[src/rtl/fb_reader.sv]
// rtl/fb_reader.sv - frame buffer reader: linear SDRAM reads into a first-word-fall-through pixel FIFO
// One read outstanding at a time; a FIFO slot is reserved before each request is issued.
module fb_reader #(
  parameter int H_RES      = 800,
  parameter int V_RES      = 600,
  parameter int FIFO_DEPTH = 16
) (
  input  logic        clk,
  input  logic        rst,
  input  logic        start,
  input  logic [23:0] frame_base,
  output logic [23:0] rd_addr,
  output logic        rd_enable,
  input  logic [15:0] rd_data,
  input  logic        rd_ready,
  input  logic        busy,
  output logic [15:0] pix_data,
  output logic        pix_valid,
  input  logic        pix_ready,
  output logic        pix_sof,
  output logic        pix_eol,
  output logic        frame_done,
  output logic        active
);
  localparam int TOTAL = H_RES * V_RES;
  localparam int CW    = $clog2(TOTAL) + 1;
  localparam int AW    = (FIFO_DEPTH > 1) ? $clog2(FIFO_DEPTH) : 1;
  localparam int NW    = AW + 1;
  localparam logic [CW-1:0] TOTAL_C = CW'(TOTAL);
  localparam logic [CW-1:0] X_LAST  = CW'(H_RES - 1);
  localparam logic [CW-1:0] Y_LAST  = CW'(V_RES - 1);
  localparam logic [NW-1:0] DEPTH_C = NW'(FIFO_DEPTH);

  typedef enum logic [1:0] {IDLE, ISSUE, WAIT, DRAIN} state_t;

  state_t        state;
  logic [23:0]   addr;
  logic [CW-1:0] rd_count, out_x, out_y, x_next, y_next;
  logic [15:0]   mem [FIFO_DEPTH];
  logic [AW-1:0] wr_ptr, rd_ptr, rd_ptr_next;
  logic [NW-1:0] fifo_count, count_next;
  logic [15:0]   head_next;
  logic          push, pop, last_pix;

  always_comb begin
    push        = (state == WAIT) && rd_ready;
    pop         = pix_valid && pix_ready;
    last_pix    = (out_x == X_LAST) && (out_y == Y_LAST);
    count_next  = fifo_count + NW'(push) - NW'(pop);
    rd_ptr_next = pop ? rd_ptr + AW'(1) : rd_ptr;
    // A push into a FIFO that is empty after this cycle's pop bypasses the array.
    head_next   = (push && count_next == NW'(1)) ? rd_data : mem[rd_ptr_next];
    x_next      = out_x;
    y_next      = out_y;
    if (state == IDLE && start) begin
      x_next = '0;
      y_next = '0;
    end else if (pop) begin
      if (out_x == X_LAST) begin
        x_next = '0;
        y_next = (out_y == Y_LAST) ? '0 : out_y + CW'(1);
      end else begin
        x_next = out_x + CW'(1);
      end
    end
  end

  always_ff @(posedge clk) begin
    if (push) mem[wr_ptr] <= rd_data;
  end

  always_ff @(posedge clk or posedge rst) begin
    if (rst) begin
      wr_ptr     <= '0;
      rd_ptr     <= '0;
      fifo_count <= '0;
      out_x      <= '0;
      out_y      <= '0;
      pix_valid  <= 1'b0;
      pix_data   <= '0;
      pix_sof    <= 1'b0;
      pix_eol    <= 1'b0;
    end else begin
      if (push) wr_ptr <= wr_ptr + AW'(1);
      rd_ptr     <= rd_ptr_next;
      fifo_count <= count_next;
      out_x      <= x_next;
      out_y      <= y_next;
      pix_valid  <= (count_next != '0);
      if (count_next != '0) pix_data <= head_next;
      pix_sof    <= (count_next != '0) && (x_next == '0) && (y_next == '0);
      pix_eol    <= (count_next != '0) && (x_next == X_LAST);
    end
  end

  always_ff @(posedge clk or posedge rst) begin
    if (rst) begin
      state      <= IDLE;
      addr       <= '0;
      rd_count   <= '0;
      rd_addr    <= '0;
      rd_enable  <= 1'b0;
      frame_done <= 1'b0;
      active     <= 1'b0;
    end else begin
      rd_enable  <= 1'b0;
      frame_done <= 1'b0;
      case (state)
        IDLE: if (start) begin
          addr     <= frame_base;
          rd_count <= '0;
          active   <= 1'b1;
          state    <= ISSUE;
        end
        ISSUE: if (!busy && fifo_count < DEPTH_C) begin
          rd_enable <= 1'b1;
          rd_addr   <= addr;
          state     <= WAIT;
        end
        WAIT: if (rd_ready) begin
          addr     <= addr + 24'd1;
          rd_count <= rd_count + CW'(1);
          state    <= (rd_count + CW'(1) == TOTAL_C) ? DRAIN : ISSUE;
        end
        DRAIN: if (pop && last_pix) begin
          frame_done <= 1'b1;
          active     <= 1'b0;
          state      <= IDLE;
        end
        default: state <= IDLE;
      endcase
    end
  end
endmodule

[config.mk]
export PLATFORM = sky130hd
export DESIGN_NAME = fb_reader
export DESIGN_NICKNAME = d
export VERILOG_FILES = /design/src/rtl/fb_reader.sv
export SDC_FILE = /design/constraint.sdc
export NUM_CORES = 1
export LEC_CHECK = 0
export ABC_AREA = 1
export CAP_MARGIN = 25
export CORE_ASPECT_RATIO = 1.75
export CORE_MARGIN = 5
export CORE_UTILIZATION = 50
export DETAILED_ROUTE_END_ITERATION = 6
export HOLD_SLACK_MARGIN = 0.15
export MAX_ROUTING_LAYER = met4
export PLACE_DENSITY = 0.68
export SLEW_MARGIN = 20
export SYNTH_ARGS = -nofsm -noshare
export SYNTH_HDL_FRONTEND = slang
export SYNTH_SLANG_ARGS = --single-unit
[constraint.sdc]
create_clock -name clk -period 5.48 [get_ports clk]
set_clock_uncertainty 0.2 [all_clocks]
set_input_delay 0.822 -clock clk [delete_from_list [all_inputs] [get_ports clk]]
set_output_delay 0.822 -clock clk [all_outputs]
set_load 0.02 [all_outputs]
### Word level (Yosys, flattened, before mapping)

Memories as Yosys holds them, arrays and structs flattened.
Cells that the tools add are included.

* $add $sub $neg: 8
* $lt $le $gt $ge: 1
* equal/unequal tests: 12
* mux-type cells: 30
* reductions and logical operators: 21

Operators with widths (count)
* two-way mux 20 bit: 9
* adder 20 x 1 -> 20 bit, second input constant: 3
* equality test 20 x 10 -> 1 bit, second input constant: 3
* two-way mux 24 bit: 2
* case mux 24 bit (2 select lines): 1
* logical NOT 20 bit: 2
* case mux 20 bit (2 select lines): 1
* adder 24 x 1 -> 24 bit, second input constant: 1
* equality test 20 x 19 -> 1 bit, second input constant: 1
* two-way mux 16 bit: 1
* logical AND 1 bit: 10
* two-way mux 2 bit: 5
* adder 4 x 1 -> 4 bit, second input constant: 2
* two-way mux 1 bit: 8
* != test 2 bit, second input constant: 4
* case mux 2 bit (4 select lines): 1
* AND reduction 3 bit: 2
* adder 5 x 1 -> 5 bit: 1
* equality test 5 x 1 -> 1 bit, second input constant: 1
* less-than comparator 5 bit, second input constant: 1
* nonzero test 5 bit: 1
* subtractor 5 x 1 -> 5 bit: 1
* equality test 2 bit, second input constant: 2
* two-way mux 4 bit: 1
* 7 further kinds: 8

* flip-flop bits (word level): 145
* memory bits (writable): 256
* bits of input ports: 46
* memories: 1

Memories
* mem: words 16, bits a word 16, read ports 1, clocked after Yosys merged registers in 0, write ports 1, line 39 `logic [15:0] mem [FIFO_DEPTH];`

### Depth between registers and ports, before layout

Gate-level depths: netlist of the first run.

* depth in word-level cells: 7
* depth in mapped cells: 21
* depth with buffers taken out: 20

### Least setup slack after synthesis of the first run

No wires, ideal clock.

* path type: in2reg
* start: input rd_ready
* end: register pix_data[0]
* setup time: 0.124 ns
* data arrival time: 3.365 ns
* data required time: 5.156 ns
* setup slack: 1.791 ns
* stages: 18
* path buffers: 2
* cells stage by stage: inv_1 nor2_4 inv_2 clkbuf_1 ha_1 inv_1 ha_1 inv_1 fa_1 nand3b_1 nand2_1 xor2_1 nor3_1 nand4_1 clkbuf_1 nand3_1 o211ai_1 nand2_1

* longest elaborated chain between the ends: 6
* elaborated cells on any way between the ends: 7
* classes of those cells: 2 x add/sub; 1 x eq/ne; 1 x mux; 3 x reduce/logical

RTL lines
* start, declared: line 15 `input logic rd_ready,`
* logical AND 1 bit (*): line 46 `push = (state == WAIT) && rd_ready;`
* adder 5 x 1 -> 5 bit (*): line 49 `count_next = fifo_count + NW'(push) - NW'(pop);`
* subtractor 5 x 1 -> 5 bit (*): line 49
* net count_next[4]: line 41 `logic [NW-1:0] fifo_count, count_next;`
* equality test 5 x 1 -> 1 bit: line 52 `head_next = (push && count_next == NW'(1)) ? rd_data : mem[rd_ptr_next];`
* logical AND 1 bit: line 52
* two-way mux 16 bit: line 52
* end signal, assigned: line 90 `if (count_next != '0) pix_data <= head_next;`
* end, declared: line 17 `output logic [15:0] pix_data,`

The timed path passes the listed nets; every way through them passes the cells marked *.
A chain may end at the register's enable or synchronous reset.

### Worst setup path after layout of the first run

* start: input rd_ready
* end: register pix_data[8]

The elaborated chain is that of the path after synthesis.

==> metrics.md, run 1 <==
| Metric | Value |
|---|---|
| DR WL/cell | `approximately 19 um` |
| Post-Syn Area | `about 0.018 sq mm` |
| Slew Limit Fails | `0` |
| Max cap viols | `0` |
| Worst r2r path cells | `18` |
| Post-route insts no fill | `around 2500` |
| Pin count of the biggest net entering global routing | `roughly 110` |
| Clk sinks | `roughly 400` |
| Post-Route WL | `between 40000 and 50000 um` |
| Core area | `0.0367 sq mm` |
| CTS Buf Count | `38` |
| CTS tree | `done` |
| Register bit total from synthesis | `401` |
| Clock Tree Root | `clkbuf_16` |
| Gpl congestion | `around 0.87` |
| Post-detail-place hpwl | `30300 um` |
| Register area | `between 0.01 and 0.015 sq mm` |
| Area delta synth->final | `15.0%` |
| First-pass GRT wire length | `between 70000 and 80000 um` |
| Setup tns final | `0 ps` |
| # IOs | `92` |
| Post-synth EDFFs | `256` |
| Finish-stage setup viols | `0` |
| # DRC | `0` |
| GRT Util Overall | `between 20% and 30%` |
| IO buf count | `just over 90` |
| Ys flop type | `edfxtp_1` |
| WP data arrival | `4210 ps` |
| Syn_area_per_cell | `just under 10 sq um` |
| # resized after CTS | `0` |
| CP Launch Type | `primary input` |
| CP max FO | `17` |
| # fillers | `between 3000 and 4000` |
| CP peak stage delay | `around 560 ps` |
| Cell taking the most area after synthesis | `edfxtp_1` |
| Relative slew slack | `44.8%` |
| Async SR Flop Fraction | `between 30 and 40%` |
| Die area | `approximately 0.041 sq mm` |
| CP dominant cell by count | `inv_1` |
| Worst Hold Path EP | `rd_addr[7]` |
| YS warnings | `0` |
| Vias in the first global route | `14100` |
| ANT nets after route | `0` |
| TritonRoute pass-1 iters | `5` |
| CTS clock-pin slew for the worst setup and hold paths | `approximately 60 ps` |
| Data required, critical path | `approximately 5700 ps` |
| HP Class | `reg -> reg` |
| Critical path's slowest cell | `inv_1` |
| Initial antenna violation count | `1` |
| Worst skew pair latency | `between 500 and 600 ps` |
| Hold Path Origin | `rd_addr[7]` |
| Hold Vio Cnt, Final | `0` |
| Die width | `roughly 160 um` |
| Final hold slack | `between 200 and 300 ps` |
| Critical Path, Cell by Cell | `clkdlybuf4s50_1 -> inv_1 -> nor2_4 -> inv_2 -> ha_1 -> inv_1 -> ha_1 -> inv_1 -> fa_1 -> nand3b_1 -> nand2_1 -> xor2_1 -> inv_1 -> nand4_2 -> inv_1 -> nand2_1 -> nand2_1` |
| Distinct cells, synth | `52` |
| Slew of the pin with the lowest slew margin | `around 830 ps` |
| Top post-synthesis cells by area | `edfxtp_1 (42%), dfrtp_1 (20%), nand2_1 (6.0%)` |
| Footprint of the multi-input gates | `0.00599 sq mm` |
| Clock tree buffer depth | `3` |
| Rows | `between 90 and 100` |
| Via Count | `between 10000 and 15000` |
| Post-synthesis sequential area ratio | `between 60 and 70%` |
| Total power divided by cell area | `just under 500 mW/mm^2` |
| Placed cells | `~2400` |
| Grt ovf | `0` |
| Final worst path period share | `72.0%` |
| Crit path kind | `in -> reg` |
| Share of layout cells above drive strength 1 | `7.66%` |
| Hold buffer count at cts | `0` |
| Vias per cell | `~5.6` |
| # H-tree levels | `2` |
| Cells after Synth | `between 1500 and 2000` |
| Post-CTS setup buffer count | `0` |
| Flop-to-flop setup slack | `1550 ps` |
| Initial Util | `between 50% and 60%` |
| Outcome | `completed` |
| Reg-to-Reg Start | `state[1]` |
| Top post-synthesis cells by count | `nand2_1 (295), edfxtp_1 (256), o21ai_0 (221)` |
| Fin nets | `2018` |
| DRT iter0 DRCs | `approximately 950` |
| Dominant cell by count in the synthesized netlist | `nand2_1` |
| Hold Path Depth | `2` |
| Tmin final | `approximately 4000 ps` |
| Fmax | `253 MHz` |
| CP endpoint kind | `flip-flop` |
| R2R Path End | `pix_data[8]` |
| RSZ-0062 raised after global routing | `false` |
| Post-Syn Nets | `just under 2000` |
| Die height | `264 um` |
| Worst vdd ir | `between 0.3 and 0.4 mV` |
| Top-area cell type share of the netlist area | `41.7%` |
| Lkg Pwr | `around 8.7 nW` |
==> sequential cells by signal (all words and copies together), names as in the netlist <==
signal / cells
rd_enable: 1
pix_valid: 1
pix_data: 16
fifo_count: 5
frame_done: 1
mem: 256
rd_count: 20
addr: 24
pix_sof: 1
wr_ptr: 4
state: 2
rd_addr: 24
active: 1
out_x: 20
pix_eol: 1
rd_ptr: 4
out_y: 20
==> cell type report <==
cell class              count  area share [%]
diodes                      1          0.0118
clock buffers              55            5.17
clock inverters            12           0.667
inverters                 221            3.95
multi-input cells        1171            28.3
flip-flops and latches    401            53.4
well taps                 475            2.80
repair buffers            124            5.73
==> worst max-delay path, delay by kind of cell <==
kind / cells / cell delay [ps]
buf+inv: 7 / 1520
fa+ha+maj: 3 / 880
simple gates: 6 / 880
xor+xnor: 1 / 90
==> cells in the final DEF, fill, tap and decap left out, types with 4 or more instances in the layout <==
cell	count
nand2_1	295
edfxtp_1	256
o21ai_0	221
inv_1	209
nor2_1	195
dfrtp_1	145
nand3_1	143
clkdlybuf4s50_1	91
a21oi_1	67
o211ai_1	63
clkbuf_16	39
xor2_1	29
buf_4	26
nor3_1	24
nand4_1	20
nor2_2	19
ha_1	14
o22ai_1	12
inv_2	10
clkbuf_1	10
nor2_4	7
xnor2_1	7
nor3_2	6
clkbuf_8	6
o21ai_1	5
o21bai_1	4
or2_2	4
==> metrics by stage <==
| step | total power [mW] | worst slack, ps | util (%) | cell area (sq um) |
|---|---|---|---|---|
| floorplan | 6.56 | 563 | - | 18400 |
| global placement | 7.77 | 1170 | 54.3 | 19900 |
| detailed placement | 7.91 | 977 | 54.4 | 20000 |
| CTS | 10.6 | 1540 | 57.8 | 21200 |
| global route | 11.2 | 1240 | 57.8 | 21200 |
| finish | 10.5 | 1530 | 57.8 | 21200 |
==> layer usage <==
| layer | global-route usage, % | vias to the layer above | wire length [um] |
|---|---|---|---|
| met5 | - | - | 0 |
| li1 | - | 6536 | - |
| met1 | 26.2 | 6607 | 17100 |
| met3 | 2.51 | 154 | 2080 |
| met4 | 12.6 | 0 | 2840 |
| met2 | 41.4 | 440 | 24400 |
==> cells by family (layout without fill, tap and decap cells) <==
logic type	Yosys count	count (layout)	share of synthesized area [%]
other	0	1	0
xor gates and xnor gates	38	38	1.89
and+or+nand+nor	733	733	17.5
DFF	401	401	61.4
AOI/OAI and AO/OA	385	385	11.6
buffers and inverters	301	412	6.49
adders and majority gates	15	15	1.06
==> worst max-delay path by stage <==
stage | start | slack, ps | cells past startpoint | endpoint
CTS | state[1] | 1540 | 18 | pix_data[14]
detailed placement | rd_ready | 980 | 17 | pix_data[14]
floorplan | rst | 560 | 1 | active
global route | state[1] | 1240 | 18 | pix_data[11]
finish | rd_ready | 1530 | 17 | pix_data[8]
global placement | rd_ready | 1170 | 17 | pix_data[13]
==> power breakdown <==
group,internal [mW],total [mW],switching (mW)
registers,3.64,3.96,0.313
logic,1.34,3.88,2.54
clock network,1.53,2.64,1.11
(Power assumes the default switching activity.)
==> run 2: changes to the inputs <==
--- a/config.mk
+++ b/config.mk
@@ -13,7 +13,7 @@
 export DETAILED_ROUTE_END_ITERATION = 6
 export HOLD_SLACK_MARGIN = 0.15
 export MAX_ROUTING_LAYER = met4
-export PLACE_DENSITY = 0.68
+export PLACE_DENSITY = 0.71
 export SLEW_MARGIN = 20
 export SYNTH_ARGS = -nofsm -noshare
 export SYNTH_HDL_FRONTEND = slang
==> constraint.sdc (replaced) <==
create_clock -name clk -period 3.2 [get_ports clk]
set_clock_uncertainty 0.2 [all_clocks]
set_input_delay 0.48 -clock clk [delete_from_list [all_inputs] [get_ports clk]]
set_output_delay 0.48 -clock clk [all_outputs]
set_load 0.02 [all_outputs]
==> run 2 against run 1 <==
  * Setup slack got worse by 1400 ps
  * Final cell count rose by 1.5%
  * Critical path depth rose by 2
  * First-iteration DRC count rose by 21%
  * Non-clock buffer count rose by 38
  * Die area did not move
  * Largest power group is now combinational logic
  * Cell area rose by 2.4%
  * Clock power rose by 67%
  * Hold slack got worse by 62 ps
  * Wire length rose by 1.9%
  * Highest routed layer unchanged
==> metrics.md, run 2 (synthesis gave the netlist of run 1 again) <==
| Metric | Value |
|---|---|
| Outcome | `completed` |
| CP Launch Type | `flip-flop` |
| Vias per cell | `5.56 (-0.40%)` |
| Die area | `0.0410 sq mm (unchanged)` |
| Fmax | `roughly 330 MHz` |
| DR WL/cell | `19.0 um (+0.36%)` |
| Final hold slack | `223 ps (-61.5 ps)` |
| CTS Buf Count | `37 (-2.6%)` |
| Share of layout cells above drive strength 1 | `10.0% (+2.4 points)` |
| Initial antenna violation count | `1 (unchanged)` |
| R2R Path End | `pix_data[8]` |
| Gpl congestion | `0.905 (+3.5%)` |
| Slew of the pin with the lowest slew margin | `785 ps (-41.6 ps)` |
| Finish-stage setup viols | `0 (unchanged)` |
| RSZ-0062 raised after global routing | `false` |
| Worst vdd ir | `0.501 mV (+59%)` |
| Top reg by flops | `mem` |
| Critical path's top delay family | `buffers and inverters` |
| Top flop regs | `mem x256, addr x24, rd_addr x24` |
| Clock tree buffer depth | `3 (unchanged)` |
| Final worst path period share | `94.4%` |
| CTS tree | `done` |
| Clock Tree Root | `clkbuf_16` |
| # IOs | `92 (unchanged)` |
| IO buf count | `91 (unchanged)` |
| Max FFs per register | `256 (unchanged)` |
| Most common cell after layout, fill and taps aside | `nand2_1` |
| Data required, critical path | `3430 ps (-2310 ps)` |
| ANT nets after route | `0 (unchanged)` |
| CTS clock-pin slew for the worst setup and hold paths | `60 ps (about the same)` |
| Critical Path, Cell by Cell | `nor2_4 -> inv_4 -> nor2_4 -> inv_2 -> ha_4 -> inv_2 -> ha_4 -> inv_2 -> fa_2 -> nand3b_1 -> nand2_2 -> xor2_2 -> buf_4 -> inv_1 -> nand4_4 -> buf_6 -> buf_12 -> o211ai_1 -> nand2_1` |
| # fillers | `3107 (-1.4%)` |
| Grt ovf | `0 (unchanged)` |
| Max cap viols | `0 (unchanged)` |
| Area delta synth->final | `17.7%` |
| Via Count | `13900 (+1.1%)` |
| Die width | `155 um (unchanged)` |
| Hold Vio Cnt, Final | `0 (unchanged)` |
| WP data arrival | `3250 ps (-960 ps)` |
| WP buf/inv | `8 (+1)` |
| CP max FO | `11 (-6)` |
| Core area | `0.0367 sq mm (unchanged)` |
| CP peak stage delay | `430 ps (-130 ps)` |
| Footprint of the multi-input gates | `0.00604 sq mm (+0.90%)` |
| Most frequent cells in the layout | `nand2_1 (293), edfxtp_1 (256), o21ai_0 (221)` |
| Register area | `0.0113 sq mm (about the same)` |
| Worst r2r path cells | `19 (+1)` |
| # DRC | `0 (unchanged)` |
| Reg-to-Reg Start | `state[0]` |
| CP dominant cell by count | `inv_2` |
| Flop-to-flop setup slack | `180 ps (-1370 ps)` |
| Pin count of the biggest net entering global routing | `67 (-37%)` |
| Fin nets | `2055 (+1.8%)` |
| Rows | `93 (unchanged)` |
| Worst skew pair latency | `550 ps (about the same)` |
| Setup tns final | `0 ps (unchanged)` |
| Worst Setup SP | `state[0]` |
| Relative slew slack | `47.6% (+2.7 points)` |
| Critical path's slowest cell | `dfrtp_2` |
| Vias in the first global route | `14100 (+0.26%)` |
| Cell count along the critical path | `19 (+2)` |
| Hold buffer count at cts | `0 (unchanged)` |
| Clk sinks | `401 (unchanged)` |
| First-pass GRT wire length | `75500 um (+1.0%)` |
| Total power divided by cell area | `852 mW/mm^2 (+72%)` |
| Fin util | `59.2% (+1.4 points)` |
| DRT iter0 DRCs | `1150 (+21%)` |
| GRT Util Overall | `23.8% (+0.26 points)` |
| Initial Util | `50.3% (unchanged)` |
| Slew Limit Fails | `0 (unchanged)` |
| Tmin final | `~3000 ps` |
| Crit path kind | `reg -> reg` |
| Die height | `264 um (unchanged)` |
| Post-detail-place hpwl | `31700 um (+4.6%)` |
| TritonRoute pass-1 iters | `6 (+1)` |
| Post-Route WL | `47300 um (+1.9%)` |
| HP Class | `in -> async` |
| Lkg Pwr | `8.91 nW (+2.7%)` |
| # H-tree levels | `2 (unchanged)` |
| CP endpoint kind | `flip-flop` |
-- run 2: changes by cell type in the layout (fill, tap and decap cells not counted), moves of 3 or more --
cell      previous run  this run
buf_4               26        52
clkinv_1             3         0
clkbuf_8             6         9
inv_1              209       205
buf_12               3        17
-- run 2: worst max-delay path by stage --
stage	endpoint	slack, ps
2_1_floorplan	pix_data[0]	-40
3_3_place_gp	pix_data[14]	-210
3_5_place_dp	pix_data[15]	-280
4_1_cts	pix_data[11]	80
5_1_grt	pix_sof	1
6_report	pix_data[8]	180
-- run 2: worst reg2reg max path: cells and delay by family (launching register included) --
family / cells / cell delay (ps)
XOR/XNOR: 1 / 70
adder cells (fa/ha/maj): 3 / 670
AO/OA/AOI/OAI: 1 / 100
flip-flops: 1 / 430
buffers and inverters: 8 / 720
AND/OR/NAND/NOR: 6 / 710
-- run 2: final cells by class --
cell class                      count  share of cell area, %
Clock inverter                      8                  0.450
Clock buffer                       59                   5.16
Sequential cell                   401                   52.2
Antenna cell                        1                 0.0115
Multi-Input combinational cell   1171                   27.9
Tap cell                          475                   2.74
Inverter                          221                   3.88
Timing Repair Buffer              162                   7.73
-- run 2: metrics by stage --
stage	setup WS, ps	instance area, sq um	std cells	power (mW)
after floorplan	-42.3	18500	1873	11.3
after global placement	-206	20400	2424	13.9
after detailed placement	-282	20400	2424	14.1
after CTS	76.3	21600	2491	18.5
after global routing	1.41	21700	2498	19.7
final	180	21700	2498	18.5
-- run 2: layer usage --
| layer | share of wire, % | track usage [%] | vias to the layer above |
|---|---|---|---|
| met5 | 0 | - | - |
| li1 | - | - | 6605 |
| met1 | 36 | 26.2 | 6718 |
| met3 | 5.5 | 3.02 | 114 |
| met4 | 4.2 | 9.65 | 0 |
| met2 | 54 | 43.2 | 457 |
-- run 2: what timing repair did --
| item | 4_1_cts | 5_1_grt |
|---|---|---|
| gates resized for setup | 0 | 8 |
| buffers inserted | 0 | 5 |
| setup endpoints to repair | 0 | 17 |
-- run 2: power by group --
group	leakage, nW	switching (mW)	internal, mW	total (mW)
logic	4.16	4.53	2.76	7.29
clock network	0.594	1.91	2.51	4.42
registers	4.16	0.536	6.24	6.78
==> run 3: changes to the inputs <==
--- a/config.mk
+++ b/config.mk
@@ -13,7 +13,7 @@
 export DETAILED_ROUTE_END_ITERATION = 6
 export HOLD_SLACK_MARGIN = 0.15
 export MAX_ROUTING_LAYER = met4
-export PLACE_DENSITY = 0.71
+export PLACE_DENSITY = 0.77
 export SLEW_MARGIN = 20
 export SYNTH_ARGS = -nofsm -noshare
 export SYNTH_HDL_FRONTEND = slang
==> constraint.sdc (replaced) <==
create_clock -name clk -period 3.65 [get_ports clk]
set_clock_uncertainty 0.2 [all_clocks]
set_input_delay 0.5475 -clock clk [delete_from_list [all_inputs] [get_ports clk]]
set_output_delay 0.5475 -clock clk [all_outputs]
set_load 0.02 [all_outputs]
==> run 3 against run 2 <==
  * Hold slack better by 63 ps
  * Combinational power shrank 18%
  * Utilization decreased by 0.97 points
  * Via count down 0.49%
  * Non-clock buffer count down 16
  * First-iteration DRC count is 14% lower
  * Setup slack improved by 180 ps
  * Die area did not move
  * Cell area is 1.6% lower
  * Sequential power decreased by 13%
==> metrics.md, run 3 (synthesis gave the netlist of run 1 again) <==
| Metric | Value |
|---|---|
| Clock Power Share | `24.9% (+1.0 points)` |
| Gpl congestion | `0.918 (+1.5%)` |
| Final worst path period share | `90.1% (-4.3 points)` |
| HP Class | `reg -> reg` |
| CP max FO | `32 (+21)` |
| Max FFs per register | `256 (unchanged)` |
| WP data arrival | `3510 ps (+260 ps)` |
| Worst vdd ir | `0.526 mV (+4.9%)` |
| Core area | `0.0367 sq mm (unchanged)` |
| Dpl ws | `-107 ps (+175 ps)` |
| Worst setup margin | `362 ps (+182 ps)` |
| CTS tree | `done` |
| # fillers | `3028 (-2.5%)` |
| Internal | `9.88 mW (-14%)` |
| Final Power | `15.9 mW (-14%)` |
| Top flop regs | `mem x256, addr x24, rd_addr x24` |
| Fmax | `304 MHz (-8.1%)` |
| Rows | `93 (unchanged)` |
| Outcome | `completed` |
| Tmin final | `3290 ps (+268 ps)` |
| First-pass GRT wire length | `73700 um (-2.4%)` |
| Initial Util | `50.3% (unchanged)` |
| CP endpoint kind | `flip-flop` |
| TritonRoute pass-1 iters | `5 (-1)` |
| Hold Vio Cnt, Final | `0 (unchanged)` |
| Psw | `6.01 mW (-14%)` |
| Post-detail-place hpwl | `31500 um (-0.81%)` |
| Register share of total power | `37.3% (+0.6 points)` |
| Footprint of the multi-input gates | `0.00597 sq mm (-1.2%)` |
| DR WL/cell | `18.7 um (-1.2%)` |
| # IOs | `92 (unchanged)` |
| Die height | `264 um (unchanged)` |
| Die area | `0.0410 sq mm (unchanged)` |
| Grt ovf | `0 (unchanged)` |
| Clk sinks | `401 (unchanged)` |
| # diodes | `0 (-1)` |
| Via Count | `13800 (-0.49%)` |
| Slew of the pin with the lowest slew margin | `719 ps (-65.6 ps)` |
| Comb pwr share | `37.7% (-1.7 points)` |
| Total power divided by cell area | `745 mW/mm^2 (-13%)` |
| Die width | `155 um (unchanged)` |
| # resized after CTS | `0 (unchanged)` |
| # DRC | `0 (unchanged)` |
| Relative slew slack | `51.9% (+4.3 points)` |
| RSZ-0062 raised after global routing | `false` |
| Post-route insts no fill | `2478 (-0.80%)` |
| CTS Buf Count | `35 (-5.4%)` |
| Max cap viols | `0 (unchanged)` |
| Share of layout cells above drive strength 1 | `8.84% (-1.2 points)` |
| DRT iter0 DRCs | `994 (-14%)` |
| Post-Route WL | `46400 um (-2.0%)` |
| Pin count of the biggest net entering global routing | `91 (+36%)` |
| # H-tree levels | `2 (unchanged)` |
| IO buf count | `91 (unchanged)` |
| Post-route cell area | `0.0213 sq mm (-1.6%)` |
| Placed Area | `0.0201 sq mm (-1.4%)` |
| Placed cells | `2413 (-0.45%)` |
| Data required, critical path | `3870 ps (+440 ps)` |
| Switching Share | `37.9% (+0.088 points)` |
| Most common cell after layout, fill and taps aside | `nand2_1` |
| Slew Limit Fails | `0 (unchanged)` |
| Area delta synth->final | `15.8%` |
| Top reg by flops | `mem` |
| Fin nets | `2037 (-0.88%)` |
| Vias per cell | `5.58 (+0.31%)` |
| Final hold slack | `287 ps (+63.4 ps)` |
| Lkg Pwr | `8.78 nW (-1.4%)` |
| Finish-stage setup viols | `0 (unchanged)` |
| CP Launch Type | `flip-flop` |
| CTS clock-pin slew for the worst setup and hold paths | `70 ps (about the same)` |
| Initial antenna violation count | `0 (-1)` |
| Most frequent cells in the layout | `nand2_1 (295), edfxtp_1 (256), o21ai_0 (221)` |
| GRT Util Overall | `23.3% (-0.54 points)` |
| Crit path kind | `reg -> reg` |
| Clock Tree Root | `clkbuf_16` |
| ANT nets after route | `0 (unchanged)` |
| Register area | `0.0113 sq mm (about the same)` |
| Worst skew pair latency | `540 ps (about the same)` |
| Clock tree buffer depth | `3 (unchanged)` |
| Vias in the first global route | `14000 (-0.48%)` |
==> run 3: cell count changes in the layout (fill, tap and decap cells not counted), moves of 3 or more <==
cell	previous run	this run
buf_4	52	49
buf_12	17	5
clkbuf_8	9	1
clkbuf_16	39	36
inv_1	205	209
bufinv_16	1	6
clkinv_2	3	7
clkbuf_1	12	1
clkinv_1	0	5
inv_6	0	4
==> run 3: final cells by class <==
| class | instances | share of cell area (%) |
|---|---|---|
| flip-flops and latches | 401 | 53.0 |
| well taps | 475 | 2.79 |
| multi-input cells | 1171 | 28.0 |
| clock buffers | 38 | 4.30 |
| repair buffers | 146 | 6.51 |
| inverters | 221 | 3.92 |
| clock inverters | 26 | 1.45 |
==> run 3: metrics by stage <==
| stage | util [%] | setup TNS [ps] |
|---|---|---|
| 5_1_grt | 58.2 | 0 |
| 3_3_place_gp | 54.8 | 0 |
| 3_5_place_dp | 54.8 | -1260 |
| 2_1_floorplan | - | 0 |
| 6_report | 58.2 | 0 |
| 4_1_cts | 58.2 | 0 |
==> run 3: per-layer routing <==
metal	vias to the layer above	GRT usage (%)	wire (um)
li1	6566	-	-
met1	6613	24.8	16200
met2	523	42.3	25200
met3	124	3.07	2580
met4	0	11.1	2410
met5	-	-	0
==> run 3: power groups by stage <==
stage | Clock [mW] | Combinational [mW] | Sequential (mW)
3_3_place_gp | 0 | 5.77 | 6.00
4_1_cts | 4.03 | 6.02 | 5.93
2_1_floorplan | 0 | 3.72 | 6.14
5_1_grt | 4.21 | 6.65 | 6.00
6_report | 3.96 | 6.00 | 5.93
3_5_place_dp | 0 | 5.99 | 6.01
==> run 3: what timing repair did <==
action | 4_1_cts | 5_1_grt
hold buffers | 1 | 0
setup buffers | 0 | 0
hold endpoints to repair | 6 | 0
==> run 3: critical path, cell delays in order (launching register included) <==
cell and delay (ps):
dfrtp_1 430, nor2_2 160, inv_2 60, nor2_4 90, inv_2 40, ha_1 280, inv_1 50, ha_1 150
inv_1 50, fa_1 370, nand3b_1 160, nand2_1 90, xor2_1 290, nor3_1 90, nand4_1 150, buf_12 220
nand3_1 120, o211ai_1 100, nand2_1 70
==> run 3: worst paths after layout <==
path                              from      endpoint  slack (ps)  cells past startpoint
setup reg to reg              state[0]  pix_data[12]         360                     18
min in group asynchronous          rst     out_x[14]         670                      3
setup / recovery              state[0]  pix_data[12]         360                     18
hold reg to reg            rd_addr[16]   rd_addr[16]         290                      2
max in group asynchronous          rst   rd_addr[17]        1840                      4
hold / removal             rd_addr[16]   rd_addr[16]         290                      2
==> RTL change 1: new RTL, settings of run 1 <==
`H_RES`: 800 -> 200.
--- a/src/rtl/fb_reader.sv
+++ b/src/rtl/fb_reader.sv
@@ -1,7 +1,7 @@
 // rtl/fb_reader.sv - frame buffer reader: linear SDRAM reads into a first-word-fall-through pixel FIFO
 // One read outstanding at a time; a FIFO slot is reserved before each request is issued.
 module fb_reader #(
-  parameter int H_RES      = 800,
+  parameter int H_RES      = 200,
   parameter int V_RES      = 600,
   parameter int FIFO_DEPTH = 16
 ) (
Formal check against the unedited RTL: no difference found for any inputs over 4 cycles, from zero or initial values and one cycle with rst high; that may be too few to reach the edited logic, so the function may still have changed.
==> RTL change 1 against run 1 <==
  * Sequential cell count fell by 6
  * Final area fell by 2.0%
  * Area after synthesis fell by 2.7%
  * First-iteration DRC count rose by 7.1%
  * Critical path type is now flip-flop to flip-flop
  * Worst hold slack got worse by 0.0067 ns
  * Worst setup slack got worse by 0.34 ns
  * Count of clock-buffer cells in the layout fell by 7
  * Via count fell by 2.9%
  * Highest routed layer unchanged
  * Routed wire length fell by 1.5%
  * Total power fell by 0.16%
  * Fmax fell by 7.9%
  * Cell count fell by 3.1%
==> RTL change 1: results (changes against run 1) <==
Global routing
  – Gr usage total: 23.6% (about the same)
  – Met1 Track Usage GR: 27.1% (was 26.2%)
  – Met3 Resource Use GR: 3.04% (was 2.51%)
  – Largest net degree at the start of global routing: 73 (was 106)
  – First-pass GRT wire length: 72600 um (was 74700 um)
  – Met2 Use GR: 42.1% (was 41.4%)

Pwr
  – P_leak: 8.31 nW (was 8.67 nW)
  – VDD IR-drop max: 0.340 mV (was 0.315 mV)

Route
  – Per-cell routed wire length: 19.2 um (was 18.9 um)
  – Initial DRC Count: 1014 (was 947)
  – Post-DR vias/cell: 5.60 (was 5.58)
  – Vias: 13.3k (was 13.7k)

Synth
  – Cell variety after synth: 53 (was 52)
  – Register area share after synthesis: 62.2% (was 61.4%)
  – Async SR Flop Fraction: 35.2% (was 36.2%)
  – Synth Area per Inst: 9.96 um^2 (was 9.84 um^2)
  – Synth cell count leaders: 284 x nor2_1, 276 x nand2_1, 256 x edfxtp_1 (was 295 x nand2_1, 256 x edfxtp_1, 221 x o21ai_0)
  – Synthesized Nets: 1863 (was 1934)

Outcome
  – Status: completed (unchanged)

Placement
  – HPWL after detailed placement: 29300 um (was 30300 um)
  – PortBufs: 91 (unchanged)
  – Placed Area: 19400 um^2 (was 20000 um^2)
  – Final GP Congestion: 0.911 (was 0.875)
  – Dpl ws: 0.869 ns (was 0.977 ns)

Clock tree
  – Post-CTS setup buffer count: 0 (unchanged)

Worst setup path
  – WP data arrival: 4.51 ns (was 4.21 ns)
  – Max stage delay on crit path: 0.48 ns (was 0.56 ns)
  – Crit path max fanout: 28 (was 17)

Finish
  – Share of layout cells above drive strength 1: 7.98% (was 7.66%)
  – Largest registers: mem (256), addr (24), rd_addr (24) (unchanged)
  – Final net count: 1951 (was 2018)

STA
  – Worst Max-Slew Pin Slew: 0.889 ns (was 0.827 ns)
==> RTL change 1: metal layers <==
layer	up-vias	routed length, um
met1	6492	17200
met2	415	24700
met3	112	2300
met4	0	1580
met5	-	0
li1	6314	-
==> RTL change 1: power by group through the flow <==
stage	clock network, mW	logic [mW]	registers [mW]
6_report	2.79	3.80	3.87
4_1_cts	2.82	3.84	3.87
3_5_place_dp	0	3.82	3.92
3_3_place_gp	0	3.69	3.92
2_1_floorplan	0	2.41	4.01
5_1_grt	2.96	4.25	3.91
==> RTL change 1: area by class of cell <==
cell class | count | area [um^2] | area share (%)
multi-input cells | 1146 | 5780 | 27.9
inverters | 182 | 692 | 3.33
clock inverters | 21 | 290 | 1.40
flip-flops and latches | 395 | 11200 | 53.8
well taps | 465 | 582 | 2.80
clock buffers | 48 | 1030 | 4.96
repair buffers | 126 | 1220 | 5.87
==> RTL change 1: path summary, 6_finish.rpt <==
check / from / endpoint / slack, ns / cells after the start
min reg2reg: rd_addr[1] / rd_addr[1] / 0.28 / 2
max in group asynchronous: rst / pix_data[14] / 3.81 / 3
max reg2reg: state[1] / pix_data[3] / 1.20 / 18
min in group asynchronous: rst / out_y[6] / 0.50 / 2
max: state[1] / pix_data[3] / 1.20 / 18
min: rd_addr[1] / rd_addr[1] / 0.28 / 2
==> RTL change 1: worst max-delay path: cells and delay by family (launching register included) <==
kind	cells	cell delay [ns]
xor+xnor	1	0.24
fa+ha+maj	3	0.86
buf+inv	7	1.68
flops	1	0.40
simple gates	7	0.77
==> RTL change 1: logic make-up after synthesis <==
kind of cell / Yosys count / share of synthesized area (%)
buffers and inverters: 260 / 5.86
xor gates and xnor gates: 32 / 1.65
muxes: 1 / 0.0558
DFF: 395 / 62.2
AOI/OAI and AO/OA: 342 / 11.1
and+or+nand+nor: 755 / 17.9
adders and majority gates: 16 / 1.16
==> RTL change 2: new RTL, settings of run 1 <==
Made on the original files. Encoding of `state_t`: now one-hot (4 bits for 4 states).
--- a/src/rtl/fb_reader.sv
+++ b/src/rtl/fb_reader.sv
@@ -31,7 +31,7 @@
   localparam logic [CW-1:0] Y_LAST  = CW'(V_RES - 1);
   localparam logic [NW-1:0] DEPTH_C = NW'(FIFO_DEPTH);
 
-  typedef enum logic [1:0] {IDLE, ISSUE, WAIT, DRAIN} state_t;
+  typedef enum logic [3:0] {IDLE = 4'b0001, ISSUE = 4'b0010, WAIT = 4'b0100, DRAIN = 4'b1000} state_t;
 
   state_t        state;
   logic [23:0]   addr;
Behaviour: same outputs for any inputs over 4 cycles, from zero or initial values and one cycle with rst high; so few cycles prove little.
==> RTL change 2 against run 1 <==
  * Sequential power decreased by 2%
  * Highest routed layer unchanged
  * Area after synthesis about the same
  * Total power increased by 1.1%
  * Routed wire length increased by 1.3%
  * Sequential cell count increased by 2
  * Final area increased by 0.22%
  * Worst hold slack improved by 0.0037 ns
  * Critical path type is now flip-flop to flip-flop
  * Core utilization increased by 0.13 points
  * Worst setup slack got worse by 0.50 ns
  * Global-route usage increased by 0.11 points
==> RTL change 2: results (changes against run 1) <==
STA
  – Slew HR: 30.2% (was 44.8%)
  – Final min period: 4.44 ns (was 3.95 ns)

Finish
  – Clock-cell share: 5.94% (was 5.84%)
  – # fillers: 3111 (was 3151)
  – Multi-input gate area: 5910 um^2 (was 5990 um^2)
  – Multi-In Gates: 1157 (was 1171)
  – Share of layout cells above drive strength 1: 6.88% (was 7.66%)
  – Seq_cells: 403 (was 401)
  – ANT cells: 0 (was 1)
  – Clock Buffer Count: 53 (was 55)

Global routing
  – Largest net degree at the start of global routing: 192 (was 106)
  – Gr usage total: 23.7% (was 23.6%)
  – Met2 Use GR: 41.9% (was 41.4%)
  – First-pass GRT wire length: 74400 um (was 74700 um)

Synth
  – Synthesized Nets: 1939 (was 1934)
  – Async SR Flop Fraction: 36.5% (was 36.2%)

Worst setup path
  – Reg2reg setup slack: 1.04 ns (was 1.55 ns)
  – Worst reg2reg endpoint: pix_data[6] (was pix_data[8])
  – Setup CP Type: flip-flop to flip-flop (was input port to flip-flop)
  – WP data arrival: 4.71 ns (was 4.21 ns)
  – Crit path max fanout: 37 (was 17)

Route
  – Met2 wire len: 25100 um (was 24400 um)
  – Met3 Wirelength: 2530 um (was 2080 um)
  – Initial DRC Count: 956 (was 947)

Pwr
  – Sequential share of power: 36.7% (was 37.8%)

Placement
  – HPWL after detailed placement: 29300 um (was 30300 um)

Outcome
  – Status: completed (unchanged)

Hold path
  – WHS Endpoint: rd_addr[19] (was rd_addr[7])
## RTL change 2: kinds of logic (layout without fill, tap and decap cells)
group | after synthesis | in the layout | share of synthesized area [%]
simple gates | 722 | 722 | 16.8
xor+xnor | 41 | 41 | 1.99
fa+ha+maj | 15 | 15 | 1.06
compound gates | 379 | 379 | 11.8
flops | 403 | 403 | 61.6
buf+inv | 318 | 431 | 6.78
## RTL change 2: metrics by stage
step / std cells / power (mW) / hold WS [ns] / util, %
3_5_place_dp: 2396 / 7.99 / 0.259 / 54.5
2_1_floorplan: 1878 / 6.62 / 0.268 / -
3_3_place_gp: 2396 / 7.89 / 0.265 / 54.5
4_1_cts: 2466 / 10.7 / 0.287 / 57.9
6_report: 2466 / 10.6 / 0.289 / 57.9
5_1_grt: 2466 / 11.3 / 0.319 / 57.9
